===== config.mk =====
export PLATFORM = sky130hd
export DESIGN_NAME = enc_prio_pipe_flat
export DESIGN_NICKNAME = d
export VERILOG_FILES = /design/src/rtl/enc_prio_pipe_if.sv /design/src/rtl/enc_prio_pipe.sv /design/src/flat_wrapper.sv
export SDC_FILE = /design/constraint.sdc
export NUM_CORES = 1
export LEC_CHECK = 0
export CAP_MARGIN = 20
export CORE_MARGIN = 2
export CORE_UTILIZATION = 44
export CTS_CLUSTER_DIAMETER = 60
export CTS_CLUSTER_SIZE = 24
export DETAILED_ROUTE_END_ITERATION = 8
export GPL_ROUTABILITY_DRIVEN = 1
export PLACE_DENSITY = 0.77
export SLEW_MARGIN = 40
export SYNTH_ARGS = -nofsm -noshare
export SYNTH_HDL_FRONTEND = slang
export SYNTH_SLANG_ARGS = --single-unit

===== constraint.sdc =====
create_clock -name clk -period 2.6 [get_ports clk]
set_clock_uncertainty 0.2 [all_clocks]
set_input_delay 0.52 -clock clk [delete_from_list [all_inputs] [get_ports clk]]
set_output_delay 0.52 -clock clk [all_outputs]
set_load 0.03 [all_outputs]

===== src/rtl/enc_prio_pipe_if.sv =====
// enc_prio_pipe_if: request-side and result-side handshake bundle for the
// registered priority encoder, including the error-reporting signals.
// master = producer/consumer side, slave = the encoder block.
interface enc_prio_pipe_if #(
    parameter int N     = 8,
    parameter int CNT_W = 8
);
    localparam int W = $clog2(N);

    logic             in_vld;
    logic             in_rdy;
    logic [N-1:0]     in_data;
    logic             out_vld;
    logic             out_rdy;
    logic [W-1:0]     out_idx;
    logic             out_any;
    logic             out_multi;
    logic             err_sticky;
    logic [CNT_W-1:0] err_cnt;
    logic             err_clr;

    modport master (
        output in_vld, in_data, out_rdy, err_clr,
        input  in_rdy, out_vld, out_idx, out_any, out_multi, err_sticky, err_cnt
    );

    modport slave (
        input  in_vld, in_data, out_rdy, err_clr,
        output in_rdy, out_vld, out_idx, out_any, out_multi, err_sticky, err_cnt
    );
endinterface


===== src/rtl/enc_prio_pipe.sv =====
// enc_prio_pipe: registered N-to-log2(N) priority encoder with valid/ready on
// both sides, one-cycle latency and full throughput. Reports the winning
// index, an any-bit flag and a multi-hot flag, plus a sticky multi-hot error
// and a saturating multi-hot event counter.
// Optional feature: define ENC_RR_EN for round-robin priority (search starts
// one past the last granted index); otherwise the lowest set index wins.
module enc_prio_pipe #(
    parameter int N     = 8,
    parameter int CNT_W = 8
) (
    input logic           clk,
    input logic           rst_n,
    enc_prio_pipe_if.slave bus
);
    localparam int W = $clog2(N);

    typedef enum logic {EMPTY = 1'b0, FULL = 1'b1} state_t;

    state_t           state_q;
    state_t           state_d;
    logic [W-1:0]     idx_q;
    logic             any_q;
    logic             multi_q;
    logic             sticky_q;
    logic [CNT_W-1:0] cnt_q;

    logic             accept;
    logic [W-1:0]     nxt_idx;
    logic             nxt_any;
    logic             nxt_multi;

    assign bus.in_rdy     = (state_q == EMPTY) || bus.out_rdy;
    assign accept         = bus.in_vld && bus.in_rdy;
    assign bus.out_vld    = (state_q == FULL);
    assign bus.out_idx    = idx_q;
    assign bus.out_any    = any_q;
    assign bus.out_multi  = multi_q;
    assign bus.err_sticky = sticky_q;
    assign bus.err_cnt    = cnt_q;

    // Any-bit and multi-hot flags: clearing the lowest set bit leaves
    // something behind only when two or more bits were set.
    always_comb begin
        nxt_any   = |bus.in_data;
        nxt_multi = |(bus.in_data & (bus.in_data - 1'b1));
    end

`ifdef ENC_RR_EN
    logic [W-1:0] ptr_q;
    logic         rr_found;
    int           rr_pos;

    // Round-robin search: start at the pointer, wrap through N-1 back to 0.
    always_comb begin
        nxt_idx  = '0;
        rr_found = 1'b0;
        rr_pos   = 0;
        for (int k = 0; k < N; k++) begin
            rr_pos = int'(ptr_q) + k;
            if (rr_pos >= N) rr_pos = rr_pos - N;
            if (!rr_found && bus.in_data[rr_pos]) begin
                rr_found = 1'b1;
                nxt_idx  = W'(rr_pos);
            end
        end
    end

    // Pointer moves one past the winner on every accepted non-zero word.
    always_ff @(posedge clk or negedge rst_n) begin
        if (!rst_n) begin
            ptr_q <= '0;
        end else if (accept && nxt_any) begin
            ptr_q <= (int'(nxt_idx) == N - 1) ? '0 : nxt_idx + W'(1);
        end
    end
`else
    // Fixed priority: scanning downward leaves the lowest set index last.
    // NOTE: every always_comb output gets a default first so no latch is inferred.
    always_comb begin
        nxt_idx = '0;
        for (int i = N - 1; i >= 0; i--) begin
            if (bus.in_data[i]) nxt_idx = W'(i);
        end
    end
`endif

    // Two-state control: EMPTY fills on accept, FULL drains on out_rdy without refill.
    always_comb begin
        state_d = state_q;
        case (state_q)
            EMPTY:   if (accept) state_d = FULL;
            FULL:    if (bus.out_rdy && !accept) state_d = EMPTY;
            default: state_d = EMPTY;
        endcase
    end

    // State register.
    // NOTE: sequential state is written with non-blocking assignments only.
    always_ff @(posedge clk or negedge rst_n) begin
        if (!rst_n) state_q <= EMPTY;
        else        state_q <= state_d;
    end

    // Result register loads only on accept, so it holds while stalled.
    always_ff @(posedge clk or negedge rst_n) begin
        if (!rst_n) begin
            idx_q   <= '0;
            any_q   <= 1'b0;
            multi_q <= 1'b0;
        end else if (accept) begin
            idx_q   <= nxt_idx;
            any_q   <= nxt_any;
            multi_q <= nxt_multi;
        end
    end

    // Error tracking: an accepted multi-hot word beats a coincident clear.
    always_ff @(posedge clk or negedge rst_n) begin
        if (!rst_n) begin
            sticky_q <= 1'b0;
            cnt_q    <= '0;
        end else if (accept && nxt_multi) begin
            sticky_q <= 1'b1;
            if (bus.err_clr)      cnt_q <= CNT_W'(1);
            else if (cnt_q != '1) cnt_q <= cnt_q + CNT_W'(1);
        end else if (bus.err_clr) begin
            sticky_q <= 1'b0;
            cnt_q    <= '0;
        end
    end
endmodule


===== src/flat_wrapper.sv =====
// flat-port wrapper written by rule: the top's interface ports become plain ports
module enc_prio_pipe_flat 
#(
    parameter int N     = 8,
    parameter int CNT_W = 8
)
  (clk, rst_n, bus_in_vld, bus_in_data, bus_out_rdy, bus_err_clr, bus_in_rdy, bus_out_vld, bus_out_idx, bus_out_any, bus_out_multi, bus_err_sticky, bus_err_cnt);
  enc_prio_pipe_if #(.N(N), .CNT_W(CNT_W)) bus_i ();
  input logic clk;
  input logic rst_n;
  input wire logic [$bits(bus_i.in_vld)-1:0] bus_in_vld;
  input wire logic [$bits(bus_i.in_data)-1:0] bus_in_data;
  input wire logic [$bits(bus_i.out_rdy)-1:0] bus_out_rdy;
  input wire logic [$bits(bus_i.err_clr)-1:0] bus_err_clr;
  output wire logic [$bits(bus_i.in_rdy)-1:0] bus_in_rdy;
  output wire logic [$bits(bus_i.out_vld)-1:0] bus_out_vld;
  output wire logic [$bits(bus_i.out_idx)-1:0] bus_out_idx;
  output wire logic [$bits(bus_i.out_any)-1:0] bus_out_any;
  output wire logic [$bits(bus_i.out_multi)-1:0] bus_out_multi;
  output wire logic [$bits(bus_i.err_sticky)-1:0] bus_err_sticky;
  output wire logic [$bits(bus_i.err_cnt)-1:0] bus_err_cnt;
  assign bus_i.in_vld = bus_in_vld;
  assign bus_i.in_data = bus_in_data;
  assign bus_i.out_rdy = bus_out_rdy;
  assign bus_i.err_clr = bus_err_clr;
  assign bus_in_rdy = bus_i.in_rdy;
  assign bus_out_vld = bus_i.out_vld;
  assign bus_out_idx = bus_i.out_idx;
  assign bus_out_any = bus_i.out_any;
  assign bus_out_multi = bus_i.out_multi;
  assign bus_err_sticky = bus_i.err_sticky;
  assign bus_err_cnt = bus_i.err_cnt;
  enc_prio_pipe #(.N(N), .CNT_W(CNT_W)) u_core (.clk(clk), .rst_n(rst_n), .bus(bus_i));
endmodule

==> summary.md, run 1 <==
| Metric | Value |
|---|---|
| Status | `finished clean` |
| Via count | `856` |
| Max Slew Vio Count | `0` |
| Syn Inst Count | `90` |
| Area of the multi-input gates | `493 sq um` |
| Die ar. | `2380 sq um` |
| RSZ-0062 raised after global routing | `no` |
| Diode count | `0` |
| Drt first pass iters | `4` |
| CTS H-Tree Depth | `1` |
| DP HPWL | `1530 um` |
| Reg-to-reg endpoint | `u_core.bus.err_cnt[3]` |
| Syn Nets | `104` |
| Hold-fix buffers, CTS | `0` |
| FP Rows | `16` |
| Port bufs | `28` |
| Clock Latency Late Sink | `270 ps` |
| Sequential cell area | `375 sq um` |
| Synthesized cell area | `881 sq um` |
| Setup crit start kind | `input port` |
| Netlist cell types | `33` |
| Max Cap Violations | `0` |
| Place WS | `-319 ps` |
| Antenna violations before repair | `0` |
| Leak | `0.636 nW` |
| CP Capture Type | `register` |
| Register clock-pin slew on the reported worst setup and hold paths | `90 ps` |
| Async set-reset flop share out of synthesis | `1.00` |
| Num CTS Buffers | `3` |
| CTS Root Buffer Type | `clkbuf_4` |
| Fin area | `1420 sq um` |
| Fin nets | `153` |
| Worst Path Required | `2600 ps` |
| Starting density of the core | `0.458` |
| FF-to-FF setup slack | `590 ps` |
| Hold Path End | `u_core.bus.out_idx[1]` |
| Mean area per synthesized cell | `9.79 sq um` |
| Worst-path cell chain | `clkdlybuf4s50_1 -> nand2b_1 -> nand2_1 -> nor3_1 -> buf_4 -> a31oi_4 -> buf_12 -> or4_4 -> a21oi_2` |
| CTS tree | `yes` |
| Worst slew margin | `0.538` |
| Fmax | `0.425 GHz` |
| Crit path kind | `in2reg` |
| Slowest stage delay, CP | `500 ps` |
| Die W | `48.7 um` |
| Cell Area, Placed | `1320 sq um` |
| Seq cells post-synth | `15` |
| Core Box Area | `1920 sq um` |
| Total grt overflow | `0` |
| Vias in the first global route | `794` |
| Hold path cells | `2` |
| Synth cell count leaders | `dfrtp_1, nand2_1, a21oi_1, inv_1` |
| Largest net degree at the start of global routing | `16` |
| Hold Path Origin | `u_core.bus.out_idx[1]` |
| Drt drc | `0` |
| Routed WL per cell | `12.5 um` |
| Slew @ Worst Pin | `690 ps` |
| IO Pins | `29` |
| Die Y | `48.7 um` |
| Final min period | `2360 ps` |
| Sequential fraction of the synthesis area | `0.426` |
| Total chip power | `0.595 mW` |
| Post-DRT Antenna Nets | `0` |
| Yosys warning count | `0` |
| Post-Route WL | `2070 um` |
| Reg2Reg Depth | `8` |
| Post-DR vias/cell | `5.19` |
| Setup ws final | `244 ps` |
| Final Hold Vio Count | `0` |
| Synth top area share | `0.426` |
| Crit path max fanout | `5` |
| Fillcell total | `139` |
| Count of final setup violators | `0` |
| Worst r2r src | `u_core.bus.out_vld` |
| Most frequent cell after synthesis | `dfrtp_1` |
| Power density cells | `419 nW/um^2` |
| Max VDD drop | `0.284 mV` |
| GRT Total Usage | `0.165` |
| Top cells by area, synth | `dfrtp_1, nand2_1, a21oi_1` |
| Iter 0 DRT Violations | `16` |
| Sinks on Clock Net | `15` |
| First-pass GRT wire length | `3190 um` |
| Gpl congestion | `0.826` |
| Layout cell share with drive strength beyond 1 | `0.254` |
| Max Root-Sink Buffers | `2` |
| CP arrival | `2360 ps` |
| Total setup buffers inserted after CTS | `0` |
| Min-delay worst type | `reg2reg` |
| Leading area contributor after synthesis | `dfrtp_1` |
| EDFF count, synth | `0` |
| Synth Flop Type | `dfrtp_1` |
| Area growth from synthesis to layout | `61.4%` |
| Final period utilization | `0.906` |
| Slowest CP cell | `or4_4` |
state kept, by name, summed over array words and instances, names as in the netlist:
| name | cells |
|---|---|
| u_core.bus.err_sticky | 1 |
| u_core.bus.out_any | 1 |
| u_core.bus.out_idx | 3 |
| u_core.bus.out_multi | 1 |
| u_core.bus.err_cnt | 8 |
| u_core.bus.out_vld | 1 |
worst max-delay path, delay by kind of cell:
family                 cells  cell delay, ps
AO/OA/AOI/OAI              2             170
buffers and inverters      3             760
AND/OR/NAND/NOR            4             900
logic make-up (layout without fill, tap and decap cells):
family,count (synthesis),in the layout,synth area share
buffers and inverters,9,57,0.0469
adder cells (fa/ha/maj),2,2,0.0256
multiplexers,2,2,0.0241
AO/OA/AOI/OAI,21,21,0.223
flip-flops,15,15,0.426
AND/OR/NAND/NOR,41,41,0.254
layout make-up:
| class | instances | area share |
|---|---|---|
| inverter | 7 | 0.0185 |
| tap | 27 | 0.0238 |
| sequential | 15 | 0.264 |
| timing repair buffer | 46 | 0.328 |
| clock buffer | 4 | 0.0185 |
| multi-input combinational | 66 | 0.347 |
metal layers:
| layer | global-route usage | vias to the layer above | share of wire |
|---|---|---|---|
| li1 | - | 433 | - |
| met1 | 0.185 | 398 | 0.44 |
| met2 | 0.306 | 23 | 0.52 |
| met3 | 0.0278 | 2 | 0.040 |
| met4 | 0.0667 | 0 | 0.0058 |
| met5 | 0 | - | 0 |
through the flow:
step	utilization	std cells	TNS, ps	hold WS (ps)
after floorplan	-	90	0	24.4
after global placement	0.686	160	-2220	258
after detailed placement	0.686	160	-2600	267
after CTS	0.699	164	0	288
after global routing	0.740	165	0	326
final	0.740	165	0	282
where the power goes:
part	total [mW]	switching, mW	internal (mW)	leakage [nW]
Clock	0.132	0.0725	0.0593	0.0150
Combinational	0.201	0.102	0.0988	0.431
Sequential	0.263	0.0141	0.248	0.190
how the worst max path moves through the flow:
stage                             to      startpoint  slack (ps)
2_1_floorplan  u_core.bus.err_cnt[3]     bus_out_rdy         110
3_3_place_gp   u_core.bus.err_cnt[2]  bus_in_data[3]        -270
3_5_place_dp   u_core.bus.err_cnt[2]  bus_in_data[3]        -320
4_1_cts        u_core.bus.err_cnt[3]  bus_in_data[5]           8
5_1_grt        u_core.bus.err_cnt[5]  bus_in_data[6]         150
6_report       u_core.bus.err_cnt[3]     bus_out_rdy         240
what timing repair did:
action,CTS,global route
pin swaps,1,7
hold endpoints to repair,0,0
cloned,0,1
gates resized for setup,0,14
setup endpoints to repair,1,9
layout by cell type, fill, tap and decap left out, types with 2 or more instances in the layout:
| cell type | count |
|---|---|
| or4_4 | 2 |
| buf_4 | 16 |
| clkdlybuf4s50_1 | 19 |
| clkbuf_4 | 3 |
| nor3_1 | 6 |
| nand2_1 | 11 |
| nor4_2 | 2 |
| nor2_1 | 6 |
| dfrtp_1 | 15 |
| nand2b_1 | 3 |
| a21oi_1 | 6 |
| o31ai_1 | 4 |
| nand3_1 | 3 |
| inv_1 | 7 |
| dlymetal6s2s_1 | 8 |
| o41ai_1 | 2 |
No activity file was read; power rests on OpenSTA's default activity.
==> run 2: changes to the inputs <==
--- a/config.mk
+++ b/config.mk
@@ -6,7 +6,6 @@
 export NUM_CORES = 1
 export LEC_CHECK = 0
 export CAP_MARGIN = 20
-export CORE_MARGIN = 2
 export CORE_UTILIZATION = 44
 export CTS_CLUSTER_DIAMETER = 60
 export CTS_CLUSTER_SIZE = 24
==> summary.md, run 2 (same netlist as run 1, synthesis figures left out) <==
| Metric | Value |
|---|---|
| Place WS | `-379 ps (-59.5 ps)` |
| Sequential cell area | `375 sq um (unchanged)` |
| GRT Total Usage | `0.214 (+0.0490)` |
| Largest net degree at the start of global routing | `16 (unchanged)` |
| Clock Latency Late Sink | `310 ps (+40 ps)` |
| Area of the multi-input gates | `477 sq um (-3.3%)` |
| Internal power component | `0.395 mW (-3.0%)` |
| Antenna violations before repair | `0 (unchanged)` |
| Max Slew Vio Count | `0 (unchanged)` |
| Post-DRT Antenna Nets | `0 (unchanged)` |
| Iter 0 DRT Violations | `13 (-3)` |
| Starting density of the core | `0.489 (+0.0306)` |
| Fmax | `0.394 GHz (-7.1%)` |
| Min-delay worst type | `reg2reg` |
| Sinks on Clock Net | `15 (unchanged)` |
| Crit path max fanout | `5 (unchanged)` |
| CP Capture Type | `register` |
| Sw power | `0.205 mW (+8.8%)` |
| Drt drc | `0 (unchanged)` |
| Worst-path cell chain | `clkdlybuf4s50_1 -> or4_4 -> a2111oi_4 -> nor4_2 -> a31oi_4 -> buf_6 -> or4_1 -> a21oi_1` |
| Gpl congestion | `0.731 (-11%)` |
| Routed WL per cell | `13.1 um (+4.3%)` |
| Register clock-pin slew on the reported worst setup and hold paths | `110 ps (+20 ps)` |
| Power density cells | `442 nW/um^2 (+5.5%)` |
| Commonest non-fill, non-tap cell in the layout | `clkdlybuf4s50_1` |
| Fin nets | `151 (-1.3%)` |
| DP HPWL | `1490 um (-2.2%)` |
| Hold Slack | `287 ps (+4.91 ps)` |
| Count of final setup violators | `0 (unchanged)` |
| Port bufs | `28 (unchanged)` |
| Via count | `864 (+0.93%)` |
| FP Rows | `15 (-1)` |
| Setup ws final | `64.7 ps (-180 ps)` |
| IO Pins | `29 (unchanged)` |
| CTS tree | `yes` |
| Crit path kind | `in2reg` |
| Area growth from synthesis to layout | `54.1%` |
| Worst slew margin | `0.550 (+0.0112)` |
| Num CTS Buffers | `3 (unchanged)` |
| Vias in the first global route | `735 (-7.4%)` |
| Hold-fix buffers, CTS | `0 (unchanged)` |
| Final min period | `2540 ps (+180 ps)` |
| Clock share of power | `0.252 (+0.031)` |
| Final Hold Vio Count | `0 (unchanged)` |
| Status | `finished clean` |
| Total setup buffers inserted after CTS | `0 (unchanged)` |
| Register share of total power | `0.437 (-0.004)` |
| First-pass GRT wire length | `3230 um (+1.3%)` |
| Post-DR vias/cell | `5.37 (+3.4%)` |
| Die ar. | `2180 sq um (-8.0%)` |
| Die W | `46.7 um (-4.1%)` |
| CTS Root Buffer Type | `clkbuf_4` |
| CP arrival | `2570 ps (+210 ps)` |
| Die Y | `46.7 um (-4.1%)` |
| Largest register FFs | `8 (unchanged)` |
| Most frequent cells in the layout | `clkdlybuf4s50_1, buf_4, dfrtp_1` |
| Layout Utilization | `0.753 (+0.0139)` |
| Max Root-Sink Buffers | `2 (unchanged)` |
| Max Cap Violations | `0 (unchanged)` |
| Total grt overflow | `0 (unchanged)` |
| Layout cell share with drive strength beyond 1 | `0.235 (-0.0183)` |
| Slowest stage delay, CP | `490 ps (about the same)` |
| Switching Fraction | `0.342 (+0.0253)` |
| Diode count | `0 (unchanged)` |
| Slowest CP cell | `or4_1` |
| Max VDD drop | `0.316 mV (+11%)` |
| Combinational Power Share | `0.310 (-0.027)` |
| Setup crit start kind | `input port` |
| Worst Path Required | `2640 ps (+40 ps)` |
| Slew @ Worst Pin | `673 ps (-16.8 ps)` |
| CTS H-Tree Depth | `1 (unchanged)` |
| Fillcell total | `130 (-6.5%)` |
| Core Box Area | `1800 sq um (-6.2%)` |
| Post-Route WL | `2100 um (+1.8%)` |
| Drt first pass iters | `4 (unchanged)` |
| Final period utilization | `0.975 (+0.0691)` |
| Leak | `0.582 nW (-8.4%)` |
[run 2: worst paths after layout]
check | startpoint | end | slack, ps | depth (start not counted)
max | bus_in_data[3] | u_core.bus.err_cnt[3] | 60 | 8
min | u_core.bus.out_idx[2] | u_core.bus.out_idx[2] | 290 | 2
max reg2reg | u_core.bus.err_cnt[0] | u_core.bus.err_cnt[0] | 550 | 6
min reg2reg | u_core.bus.out_idx[2] | u_core.bus.out_idx[2] | 290 | 2
max in group asynchronous | rst_n | u_core.bus.out_idx[1] | 1360 | 1
min in group asynchronous | rst_n | u_core.bus.err_cnt[2] | 410 | 1
[run 2: worst max-delay path, delay by kind of cell]
kind	cells	cell delay, ps
and+or+nand+nor	3	1030
buffers and inverters	2	640
AOI/OAI and AO/OA	3	360
[run 2: power by group through the flow]
stage	clock (mW)	combinational (mW)	sequential (mW)
finish	0.151	0.186	0.262
CTS	0.152	0.185	0.262
global placement	0	0.180	0.266
global route	0.159	0.199	0.264
floorplan	0	0.0589	0.296
detailed placement	0	0.182	0.266
[run 2: repair_timing]
action,in CTS,in global routing
pin swaps,3,6
setup endpoints to repair,5,6
resized for setup,1,8
[run 2: layout make-up]
cell class              instances  share of cell area
flip-flops and latches         15               0.276
well taps                      25              0.0230
clock buffers                   3              0.0166
repair buffers                 44               0.308
clock inverters                 1             0.00553
multi-input cells              66               0.351
inverters                       7              0.0194
[run 2: routing by layer]
layer / global-route usage / up-vias / share of wire
met5: 0 / - / 0
met4: 0.0686 / 0 / 0.017
met3: 0.0577 / 4 / 0.060
met2: 0.331 / 31 / 0.47
met1: 0.293 / 399 / 0.45
li1: - / 430 / -
[run 2: stage by stage]
step / instance area, sq um / instances / power, mW / setup TNS [ps]
2_1_floorplan: 881 / 90 / 0.355 / 0
3_3_place_gp: 1290 / 157 / 0.446 / -2280
3_5_place_dp: 1290 / 157 / 0.448 / -2920
4_1_cts: 1330 / 161 / 0.598 / 0
5_1_grt: 1360 / 161 / 0.622 / -4.48
6_report: 1360 / 161 / 0.600 / 0
